`config.mk`:
```
export PLATFORM = sky130hd
export DESIGN_NAME = sti_serializer_flat
export DESIGN_NICKNAME = d
export VERILOG_FILES = /design/src/rtl/sti_pkg.sv /design/src/rtl/sti_serializer_if.sv /design/src/rtl/sti_frame_build.sv /design/src/rtl/sti_serializer.sv /design/src/flat_wrapper.sv
export SDC_FILE = /design/constraint.sdc
export NUM_CORES = 1
export LEC_CHECK = 0
export CAP_MARGIN = 10
export CORE_MARGIN = 5
export CORE_UTILIZATION = 35
export CTS_CLUSTER_DIAMETER = 60
export DETAILED_ROUTE_END_ITERATION = 10
export SYNTH_ARGS = -nofsm -noshare
export SYNTH_HDL_FRONTEND = slang
export SYNTH_SLANG_ARGS = --single-unit
```
`constraint.sdc`:
```
create_clock -name clk -period 3 [get_ports clk]
set_input_delay 0.75 -clock clk [delete_from_list [all_inputs] [get_ports clk]]
set_output_delay 0.75 -clock clk [all_outputs]
set_load 0.01 [all_outputs]
```
`src/rtl/sti_pkg.sv`:
```
// Shared encodings, FSM states and helpers for the sti_serializer block.
package sti_pkg;

    localparam logic [1:0] LEN_8  = 2'b00;
    localparam logic [1:0] LEN_16 = 2'b01;
    localparam logic [1:0] LEN_24 = 2'b10;
    localparam logic [1:0] LEN_32 = 2'b11;

    typedef enum logic [1:0] {
        IDLE,
        SHIFT,
        FILL,
        DONE
    } sti_state_e;

    // Frame length in bits: (code + 1) bytes.
    function automatic logic [5:0] length_bits(input logic [1:0] len);
        logic [2:0] n_bytes;
        n_bytes = {1'b0, len} + 3'd1;
        return {n_bytes, 3'b000};
    endfunction

endpackage

```
`src/rtl/sti_serializer_if.sv`:
```
// Host-side parallel load and serial output bundle of sti_serializer.
// Optional drop_cnt signal present when STI_DROP_CNT_EN is defined.
interface sti_serializer_if;

    logic        load;
    logic [15:0] pi_data;
    logic [1:0]  pi_length;
    logic        pi_fill;
    logic        pi_msb;
    logic        pi_low;
    logic        pi_end;
    logic        ready;
    logic        so_data;
    logic        so_valid;
    logic        final_valid;
    logic        done;
`ifdef STI_DROP_CNT_EN
    logic [7:0]  drop_cnt;
`endif

    modport master (
        output load, pi_data, pi_length, pi_fill, pi_msb, pi_low, pi_end,
        input  ready, so_data, so_valid, final_valid, done
`ifdef STI_DROP_CNT_EN
        , input drop_cnt
`endif
    );

    modport slave (
        input  load, pi_data, pi_length, pi_fill, pi_msb, pi_low, pi_end,
        output ready, so_data, so_valid, final_valid, done
`ifdef STI_DROP_CNT_EN
        , output drop_cnt
`endif
    );

endinterface

```
`src/rtl/sti_frame_build.sv`:
```
// Builds the 32-bit shift frame from the 16-bit host word; the first bit to
// send always sits in frame[31], whatever the length and bit order.
module sti_frame_build
    import sti_pkg::*;
(
    input  logic [15:0] pi_data,
    input  logic [1:0]  pi_length,
    input  logic        pi_fill,
    input  logic        pi_msb,
    input  logic        pi_low,
    output logic [31:0] frame,
    output logic [5:0]  count
);

    logic [31:0] payload;
    logic [31:0] reversed;

    // Payload is right-aligned: its N bits sit in payload[N-1:0].
    always_comb begin
        payload = '0;
        unique case (pi_length)
            LEN_8:  payload = {24'h0, (pi_low ? pi_data[15:8] : pi_data[7:0])};
            LEN_16: payload = {16'h0, pi_data};
            LEN_24: payload = pi_fill ? {8'h0, pi_data, 8'h0} : {16'h0, pi_data};
            LEN_32: payload = pi_fill ? {pi_data, 16'h0} : {16'h0, pi_data};
            default: payload = '0;
        endcase
    end

    always_comb begin
        reversed = '0;
        for (int i = 0; i < 32; i++) begin
            reversed[i] = payload[31-i];
        end
    end

    always_comb begin
        count = length_bits(pi_length);
        // MSB-first left-aligns the payload; LSB-first bit-reversal puts bit 0 on top.
        frame = pi_msb ? (payload << (6'd32 - count)) : reversed;
    end

endmodule

```
`src/rtl/sti_serializer.sv`:
```
// Serial transmitter: shifts 8/16/24/32-bit frames out one bit per cycle and pads
// with final_valid zero bits up to TOTAL_BITS. Optional STI_DROP_CNT_EN adds drop_cnt.
module sti_serializer
    import sti_pkg::*;
#(
    parameter int unsigned TOTAL_BITS = 2048,
    parameter int unsigned CNT_W      = 12
) (
    input  logic              clk,
    input  logic              reset,
    sti_serializer_if.slave   bus
);

    localparam logic [CNT_W-1:0] TotalCnt = CNT_W'(TOTAL_BITS);

    sti_state_e       state_q;
    logic [31:0]      shreg_q;
    logic [5:0]       bits_left_q;
    logic [CNT_W-1:0] sent_q;
    logic [CNT_W-1:0] pad_left_q;
    logic             ready_q;
    logic             so_data_q;
    logic             so_valid_q;
    logic             final_valid_q;
    logic             done_q;

    logic [31:0]      frame;
    logic [5:0]       count;

    sti_frame_build u_frame_build (
        .pi_data   (bus.pi_data),
        .pi_length (bus.pi_length),
        .pi_fill   (bus.pi_fill),
        .pi_msb    (bus.pi_msb),
        .pi_low    (bus.pi_low),
        .frame     (frame),
        .count     (count)
    );

    // sent_q counts bits as they are issued, so it is current once back in IDLE.
    always_ff @(posedge clk) begin
        if (reset) begin
            state_q       <= IDLE;
            shreg_q       <= '0;
            bits_left_q   <= '0;
            sent_q        <= '0;
            pad_left_q    <= '0;
            ready_q       <= 1'b1;
            so_data_q     <= 1'b0;
            so_valid_q    <= 1'b0;
            final_valid_q <= 1'b0;
            done_q        <= 1'b0;
        end else begin
            unique case (state_q)
                IDLE: begin
                    if (bus.load) begin
                        shreg_q     <= {frame[30:0], 1'b0};
                        so_data_q   <= frame[31];
                        so_valid_q  <= 1'b1;
                        ready_q     <= 1'b0;
                        bits_left_q <= count - 6'd1;
                        if (sent_q != TotalCnt) begin
                            sent_q <= sent_q + CNT_W'(1);
                        end
                        state_q     <= SHIFT;
                    end else if (bus.pi_end) begin
                        ready_q <= 1'b0;
                        if (sent_q < TotalCnt) begin
                            final_valid_q <= 1'b1;
                            pad_left_q    <= TotalCnt - sent_q - CNT_W'(1);
                            state_q       <= FILL;
                        end else begin
                            done_q  <= 1'b1;
                            state_q <= DONE;
                        end
                    end
                end
                SHIFT: begin
                    if (bits_left_q == 6'd0) begin
                        so_valid_q <= 1'b0;
                        so_data_q  <= 1'b0;
                        ready_q    <= 1'b1;
                        state_q    <= IDLE;
                    end else begin
                        so_data_q   <= shreg_q[31];
                        shreg_q     <= {shreg_q[30:0], 1'b0};
                        bits_left_q <= bits_left_q - 6'd1;
                        if (sent_q != TotalCnt) begin
                            sent_q <= sent_q + CNT_W'(1);
                        end
                    end
                end
                FILL: begin
                    if (pad_left_q == '0) begin
                        final_valid_q <= 1'b0;
                        done_q        <= 1'b1;
                        state_q       <= DONE;
                    end else begin
                        pad_left_q <= pad_left_q - CNT_W'(1);
                    end
                end
                DONE: begin
                    state_q <= DONE;
                end
                default: state_q <= IDLE;
            endcase
        end
    end

    assign bus.ready       = ready_q;
    assign bus.so_data     = so_data_q;
    assign bus.so_valid    = so_valid_q;
    assign bus.final_valid = final_valid_q;
    assign bus.done        = done_q;

`ifdef STI_DROP_CNT_EN
    logic [7:0] drop_cnt_q;
    logic       drop_event;

    // ready_q is high only in IDLE, where a simultaneous pi_end loses to load.
    assign drop_event = (!ready_q && (bus.load || bus.pi_end)) ||
                        (ready_q && bus.load && bus.pi_end);

    always_ff @(posedge clk) begin
        if (reset) begin
            drop_cnt_q <= '0;
        end else if (drop_event && (drop_cnt_q != 8'hFF)) begin
            drop_cnt_q <= drop_cnt_q + 8'd1;
        end
    end

    assign bus.drop_cnt = drop_cnt_q;
`endif

endmodule
```
`src/flat_wrapper.sv`:
```
// flat-port wrapper written by rule: the top's interface ports become plain ports
module sti_serializer_flat import sti_pkg::*;
#(
    parameter int unsigned TOTAL_BITS = 2048,
    parameter int unsigned CNT_W      = 12
)
  (clk, reset, bus_load, bus_pi_data, bus_pi_length, bus_pi_fill, bus_pi_msb, bus_pi_low, bus_pi_end, bus_ready, bus_so_data, bus_so_valid, bus_final_valid, bus_done);
  sti_serializer_if bus_i ();
  input  logic clk;
  input  logic reset;
  input wire logic [$bits(bus_i.load)-1:0] bus_load;
  input wire logic [$bits(bus_i.pi_data)-1:0] bus_pi_data;
  input wire logic [$bits(bus_i.pi_length)-1:0] bus_pi_length;
  input wire logic [$bits(bus_i.pi_fill)-1:0] bus_pi_fill;
  input wire logic [$bits(bus_i.pi_msb)-1:0] bus_pi_msb;
  input wire logic [$bits(bus_i.pi_low)-1:0] bus_pi_low;
  input wire logic [$bits(bus_i.pi_end)-1:0] bus_pi_end;
  output wire logic [$bits(bus_i.ready)-1:0] bus_ready;
  output wire logic [$bits(bus_i.so_data)-1:0] bus_so_data;
  output wire logic [$bits(bus_i.so_valid)-1:0] bus_so_valid;
  output wire logic [$bits(bus_i.final_valid)-1:0] bus_final_valid;
  output wire logic [$bits(bus_i.done)-1:0] bus_done;
  assign bus_i.load = bus_load;
  assign bus_i.pi_data = bus_pi_data;
  assign bus_i.pi_length = bus_pi_length;
  assign bus_i.pi_fill = bus_pi_fill;
  assign bus_i.pi_msb = bus_pi_msb;
  assign bus_i.pi_low = bus_pi_low;
  assign bus_i.pi_end = bus_pi_end;
  assign bus_ready = bus_i.ready;
  assign bus_so_data = bus_i.so_data;
  assign bus_so_valid = bus_i.so_valid;
  assign bus_final_valid = bus_i.final_valid;
  assign bus_done = bus_i.done;
  sti_serializer #(.TOTAL_BITS(TOTAL_BITS), .CNT_W(CNT_W)) u_core (.clk(clk), .reset(reset), .bus(bus_i));
endmodule
```
==> flow_summary.html <==
<table>
<tr><th>Metric</th><th>Value</th></tr>
<tr><th colspan="2">Final layout</th></tr>
<tr><td>Register area</td><td>1361 sq um</td></tr>
<tr><td>Fin nets</td><td>787</td></tr>
<tr><td>Filler Cells Inserted</td><td>around 1400</td></tr>
<tr><td>Area of combinational cells with multiple inputs</td><td>about 3400 sq um</td></tr>
<tr><td>Number of inserted diodes</td><td>0</td></tr>
<tr><td>Area added between synthesis and finish</td><td>24.75%</td></tr>
<tr><td>Count of non-filler cells in the finished layout</td><td>approximately 940</td></tr>
<tr><td>Layout cell share with drive strength beyond 1</td><td>0.1857</td></tr>
<tr><td>Final Util</td><td>0.4415</td></tr>
<tr><th colspan="2">Synthesis</th></tr>
<tr><td>Post-synthesis register bit count</td><td>68</td></tr>
<tr><td>Gate count of the mapped netlist</td><td>around 670</td></tr>
<tr><td>Synthesized cell area</td><td>5085 sq um</td></tr>
<tr><td>Post-Synthesis Net Count</td><td>708</td></tr>
<tr><td>Post-synth ARST share</td><td>0</td></tr>
<tr><td>EDFF count, synth</td><td>0</td></tr>
<tr><td>Total of warnings raised by yosys</td><td>0</td></tr>
<tr><td>Post-synthesis average cell area</td><td>between 7 and 8 sq um</td></tr>
<tr><td>Count of unique library cells instantiated by Yosys</td><td>86</td></tr>
<tr><td>Most used flip-flop cell after synthesis</td><td>sky130_fd_sc_hd__dfxtp_1</td></tr>
<tr><td>Sequential fraction of the synthesis area</td><td>0.2677</td></tr>
<tr><th colspan="2">Status</th></tr>
<tr><td>Run status</td><td>finished, final reports clean</td></tr>
<tr><th colspan="2">CTS</th></tr>
<tr><td>Worst skew pair latency</td><td>0.34 ns</td></tr>
<tr><td>Clock buffer count from CTS</td><td>9</td></tr>
<tr><td>Root buffer selected by CTS</td><td>sky130_fd_sc_hd__clkbuf_16</td></tr>
<tr><td>CTS-repair resized insts</td><td>0</td></tr>
<tr><td>Clock slew at reported path FFs</td><td>around 0.06 ns</td></tr>
<tr><td>CTS Hold Buffers Added</td><td>0</td></tr>
<tr><td>Number of buffers between clock root and the deepest sink</td><td>2</td></tr>
<tr><td>Number of clock sinks</td><td>68</td></tr>
<tr><td>Number of setup buffers added after CTS</td><td>0</td></tr>
<tr><td>CTS H-Tree Depth</td><td>3</td></tr>
<tr><td>TritonCTS clock tree</td><td>done</td></tr>
<tr><th colspan="2">Pwr</th></tr>
<tr><td>Cell area power density</td><td>between 500 and 600 nW/um^2</td></tr>
<tr><td>Post-route total power</td><td>approximately 3.3 mW</td></tr>
<tr><td>Peak VDD IR</td><td>approximately 210 uV</td></tr>
<tr><td>Pleak</td><td>2.304 nW</td></tr>
<tr><th colspan="2">Hold path</th></tr>
<tr><td>Worst hold stages</td><td>2</td></tr>
<tr><td>Kind of path behind the tightest hold check</td><td>flop to flop</td></tr>
<tr><th colspan="2">Floorplan</th></tr>
<tr><td>Std cell rows</td><td>44</td></tr>
<tr><td>Floorplan Core Area</td><td>14370 sq um</td></tr>
<tr><td>DIE WIDTH</td><td>~130 um</td></tr>
<tr><td>Initial cell density of the core</td><td>0.3539</td></tr>
<tr><td>Total Die Area</td><td>~17000 sq um</td></tr>
<tr><td>Die outline height</td><td>130.5 um</td></tr>
<tr><td># IOs</td><td>30</td></tr>
<tr><th colspan="2">Setup path</th></tr>
<tr><td>Worst EP arrival</td><td>about 3 ns</td></tr>
<tr><td>Crit path capture type</td><td>flop</td></tr>
<tr><td>Cell type of the slowest stage on the worst timing path</td><td>sky130_fd_sc_hd__clkdlybuf4s50_1</td></tr>
<tr><td>Worst setup path end</td><td>u_core.shreg_q[20]</td></tr>
<tr><td>Largest driver fanout on the critical path</td><td>12</td></tr>
<tr><td>Nature of the critical path startpoint</td><td>primary input</td></tr>
<tr><td>Capture instance of the worst register-to-register path</td><td>u_core.shreg_q[20]</td></tr>
<tr><td>Sum of buffers and inverters on the critical path</td><td>3</td></tr>
<tr><td>Maximum cell stage delay along the critical path</td><td>between 0.4 and 0.5 ns</td></tr>
<tr><td>Logic depth of the worst path, buffers included</td><td>9</td></tr>
<tr><td>Worst setup path startpoint</td><td>bus_pi_length[1]</td></tr>
<tr><td>Cell family with the largest share of critical-path delay</td><td>buffers and inverters</td></tr>
<tr><td>Worst reg2reg startpoint</td><td>u_core.state_q[1]</td></tr>
<tr><td>Reg2Reg Setup Slack</td><td>~0.86 ns</td></tr>
<tr><td>Worst R2R Path Depth</td><td>6</td></tr>
<tr><td>Critical path class</td><td>primary input to flop</td></tr>
<tr><td>Cells along the critical path</td><td>clkdlybuf4s50_1, inv_1, ha_1, buf_4, nand2b_1, nor2_1, a221o_1, nor3_1, o21ai_1</td></tr>
<tr><td>Endpoint required time on the critical path</td><td>3.22 ns</td></tr>
<tr><th colspan="2">Route</th></tr>
<tr><td>Average wire length per cell after detail routing</td><td>19.82 um</td></tr>
<tr><td>Count of nets left with antenna violations after detail routing</td><td>0</td></tr>
<tr><td>Number of DRC violations after detailed routing</td><td>0</td></tr>
<tr><td>Number of vias after detailed routing</td><td>around 5800</td></tr>
<tr><td>Number of search-and-repair iterations in the first detailed-routing pass</td><td>5</td></tr>
<tr><td>Number of DRC markers in iteration 0</td><td>between 600 and 700</td></tr>
<tr><td>Total wirelength of the detailed-routed design</td><td>approximately 19000 um</td></tr>
<tr><td>Via/cell ratio</td><td>about 6.2</td></tr>
<tr><th colspan="2">GRT</th></tr>
<tr><td>GRT Overall Usage</td><td>0.2199</td></tr>
<tr><td>GR Overflow Total</td><td>0</td></tr>
<tr><td>Initial antenna violation count</td><td>0</td></tr>
<tr><td>Maximum number of pins on one net before global-route repair</td><td>44</td></tr>
<tr><td>Global-route wire length before repair</td><td>between 20000 and 30000 um</td></tr>
<tr><td>Number of global-route vias before repair</td><td>between 5000 and 6000</td></tr>
<tr><th colspan="2">Timing</th></tr>
<tr><td>Number of hold-slack violations in the final timing report</td><td>0</td></tr>
<tr><td>Setup repair after global routing missed its margin</td><td>no</td></tr>
<tr><td>Transition at the pin with the smallest max-transition slack</td><td>~0.60 ns</td></tr>
<tr><td>Final max-slew violation count</td><td>0</td></tr>
<tr><td>Slew Limit Headroom</td><td>0.5978</td></tr>
<tr><td>Final cycle utilization of the critical path</td><td>0.9466</td></tr>
<tr><td>Final hold slack</td><td>between 0.4 and 0.5 ns</td></tr>
<tr><td>Period minus WS final</td><td>between 2 and 3 ns</td></tr>
<tr><td>Clock Skews</td><td>around 0.0063 ns</td></tr>
<tr><td>Timing-limited maximum frequency</td><td>roughly 0.35 GHz</td></tr>
<tr><td>Number of setup violations in the final report</td><td>0</td></tr>
<tr><th colspan="2">Flow run</th></tr>
<tr><td>Max cap viols</td><td>0</td></tr>
<tr><th colspan="2">Place</th></tr>
<tr><td>HPWL after detailed placement</td><td>14160 um</td></tr>
<tr><td>Port buffer count</td><td>29</td></tr>
<tr><td>Cell Count Post-Placement</td><td>just over 900</td></tr>
<tr><td>Global placement routability congestion</td><td>1.002</td></tr>
</table>
[report_power, final]
group	internal (mW)	leakage (nW)	switching, mW
Combinational	0.459	1.61	0.681
Sequential	1.00	0.557	0.0863
Clock	0.660	0.138	0.401
[registers in the layout (all words and copies together), names as in the netlist]
signal,count
u_core.bits_left_q,6
u_core.bus.done,1
u_core.bus.final_valid,1
u_core.bus.ready,1
u_core.bus.so_data,1
u_core.bus.so_valid,1
u_core.pad_left_q,12
u_core.sent_q,12
u_core.shreg_q,31
u_core.state_q,2
[how the worst min path moves through the flow]
stage          slack [ns]            endpoint          startpoint
5_1_grt              0.47   u_core.shreg_q[4]   u_core.shreg_q[4]
6_report             0.46   u_core.shreg_q[5]   u_core.shreg_q[5]
3_5_place_dp         0.45   u_core.shreg_q[5]   u_core.shreg_q[5]
4_1_cts              0.45   u_core.shreg_q[5]   u_core.shreg_q[5]
2_1_floorplan        0.41  u_core.shreg_q[17]  u_core.shreg_q[17]
3_3_place_gp         0.44   u_core.shreg_q[7]   u_core.shreg_q[7]
[logic make-up after synthesis]
| family | count (synthesis) | share of synthesized area |
|---|---|---|
| mux | 13 | 0.02707 |
| buf+inv | 66 | 0.06078 |
| xor+xnor | 10 | 0.01870 |
| simple gates | 238 | 0.2463 |
| compound gates | 264 | 0.3499 |
| flops | 68 | 0.2677 |
| fa+ha+maj | 12 | 0.02953 |
[cell usage in the layout, fill, tap and decap left out, types with 7 or more instances in the layout]
master                            count
sky130_fd_sc_hd__buf_4               91
sky130_fd_sc_hd__dfxtp_1             68
sky130_fd_sc_hd__a21oi_1             65
sky130_fd_sc_hd__nand2_1             57
sky130_fd_sc_hd__nor2_1              49
sky130_fd_sc_hd__o21ai_0             42
sky130_fd_sc_hd__nor3_1              31
sky130_fd_sc_hd__clkdlybuf4s50_1     28
sky130_fd_sc_hd__nand3_1             19
sky130_fd_sc_hd__o21ai_1             16
sky130_fd_sc_hd__o211ai_1            16
sky130_fd_sc_hd__nor4_1              14
sky130_fd_sc_hd__a211oi_1            14
sky130_fd_sc_hd__o31ai_1             13
sky130_fd_sc_hd__ha_1                12
sky130_fd_sc_hd__inv_1               11
sky130_fd_sc_hd__a31oi_1             10
sky130_fd_sc_hd__a22oi_1             10
sky130_fd_sc_hd__nor2b_1              9
sky130_fd_sc_hd__clkbuf_16            9
sky130_fd_sc_hd__a22o_1               8
sky130_fd_sc_hd__or3_1                8
sky130_fd_sc_hd__a311oi_1             8
sky130_fd_sc_hd__mux2i_1              7
[synth_stat cells (4+ instances only)]
cell type / n / area share
sky130_fd_sc_hd__nor2b_1: 9 / 0.011
sky130_fd_sc_hd__buf_1: 4 / 0.0030
sky130_fd_sc_hd__nand2b_1: 4 / 0.0049
sky130_fd_sc_hd__nand2_1: 57 / 0.042
sky130_fd_sc_hd__mux2_2: 6 / 0.013
sky130_fd_sc_hd__nand4_1: 4 / 0.0049
sky130_fd_sc_hd__a311oi_1: 8 / 0.014
sky130_fd_sc_hd__nand3_1: 19 / 0.019
sky130_fd_sc_hd__inv_1: 11 / 0.0081
sky130_fd_sc_hd__o211ai_1: 16 / 0.024
sky130_fd_sc_hd__o21ai_0: 42 / 0.041
sky130_fd_sc_hd__mux2i_1: 7 / 0.014
sky130_fd_sc_hd__or3_1: 8 / 0.0098
sky130_fd_sc_hd__a21oi_1: 65 / 0.064
sky130_fd_sc_hd__a221o_1: 4 / 0.0079
sky130_fd_sc_hd__clkbuf_1: 19 / 0.014
sky130_fd_sc_hd__dfxtp_1: 68 / 0.27
sky130_fd_sc_hd__o2111ai_1: 6 / 0.010
sky130_fd_sc_hd__nor2_1: 49 / 0.036
sky130_fd_sc_hd__and2_1: 4 / 0.0049
sky130_fd_sc_hd__a211oi_1: 14 / 0.021
sky130_fd_sc_hd__a22o_1: 8 / 0.014
sky130_fd_sc_hd__o21ba_2: 4 / 0.0079
sky130_fd_sc_hd__buf_2: 25 / 0.025
sky130_fd_sc_hd__and3_1: 5 / 0.0062
sky130_fd_sc_hd__o31ai_1: 13 / 0.019
sky130_fd_sc_hd__ha_1: 12 / 0.030
sky130_fd_sc_hd__o22ai_1: 6 / 0.0074
sky130_fd_sc_hd__nor3_1: 31 / 0.031
sky130_fd_sc_hd__a22oi_1: 10 / 0.015
sky130_fd_sc_hd__xor2_1: 6 / 0.010
sky130_fd_sc_hd__a221oi_1: 6 / 0.010
sky130_fd_sc_hd__a31oi_1: 10 / 0.012
sky130_fd_sc_hd__nor4_1: 14 / 0.017
sky130_fd_sc_hd__o21ai_1: 16 / 0.016
[worst min-delay path: stages (launching register included)]
cell                      delay [ns]
sky130_fd_sc_hd__dfxtp_1        0.31
sky130_fd_sc_hd__nand2_1        0.05
sky130_fd_sc_hd__a21oi_1        0.05
[metrics by stage]
| step | worst slack, ns | setup TNS, ns | area [sq um] |
|---|---|---|---|
| 4_1_cts | 0.1501 | 0 | 6342 |
| 5_1_grt | 0.02793 | 0 | 6344 |
| 3_3_place_gp | -0.1285 | -0.5546 | 6050 |
| 6_report | 0.1603 | 0 | 6344 |
| 3_5_place_dp | -0.2195 | -1.399 | 6050 |
| 2_1_floorplan | 0.2159 | 0 | 5085 |
[per-layer routing]
layer  global-route usage  share of wire
met1               0.3009           0.45
met2               0.3503           0.46
met3              0.03293          0.064
met4              0.08288          0.032
met5                    0              0
[layout make-up]
type / instances / share of cell area
Multi-Input combinational cell: 537 / 0.5394
Sequential cell: 68 / 0.2146
Timing Repair Buffer: 121 / 0.1558
Clock buffer: 11 / 0.03826
Tap cell: 184 / 0.03629
Clock inverter: 4 / 0.007890
Inverter: 13 / 0.007692
Power figures use the tool's default switching activity.
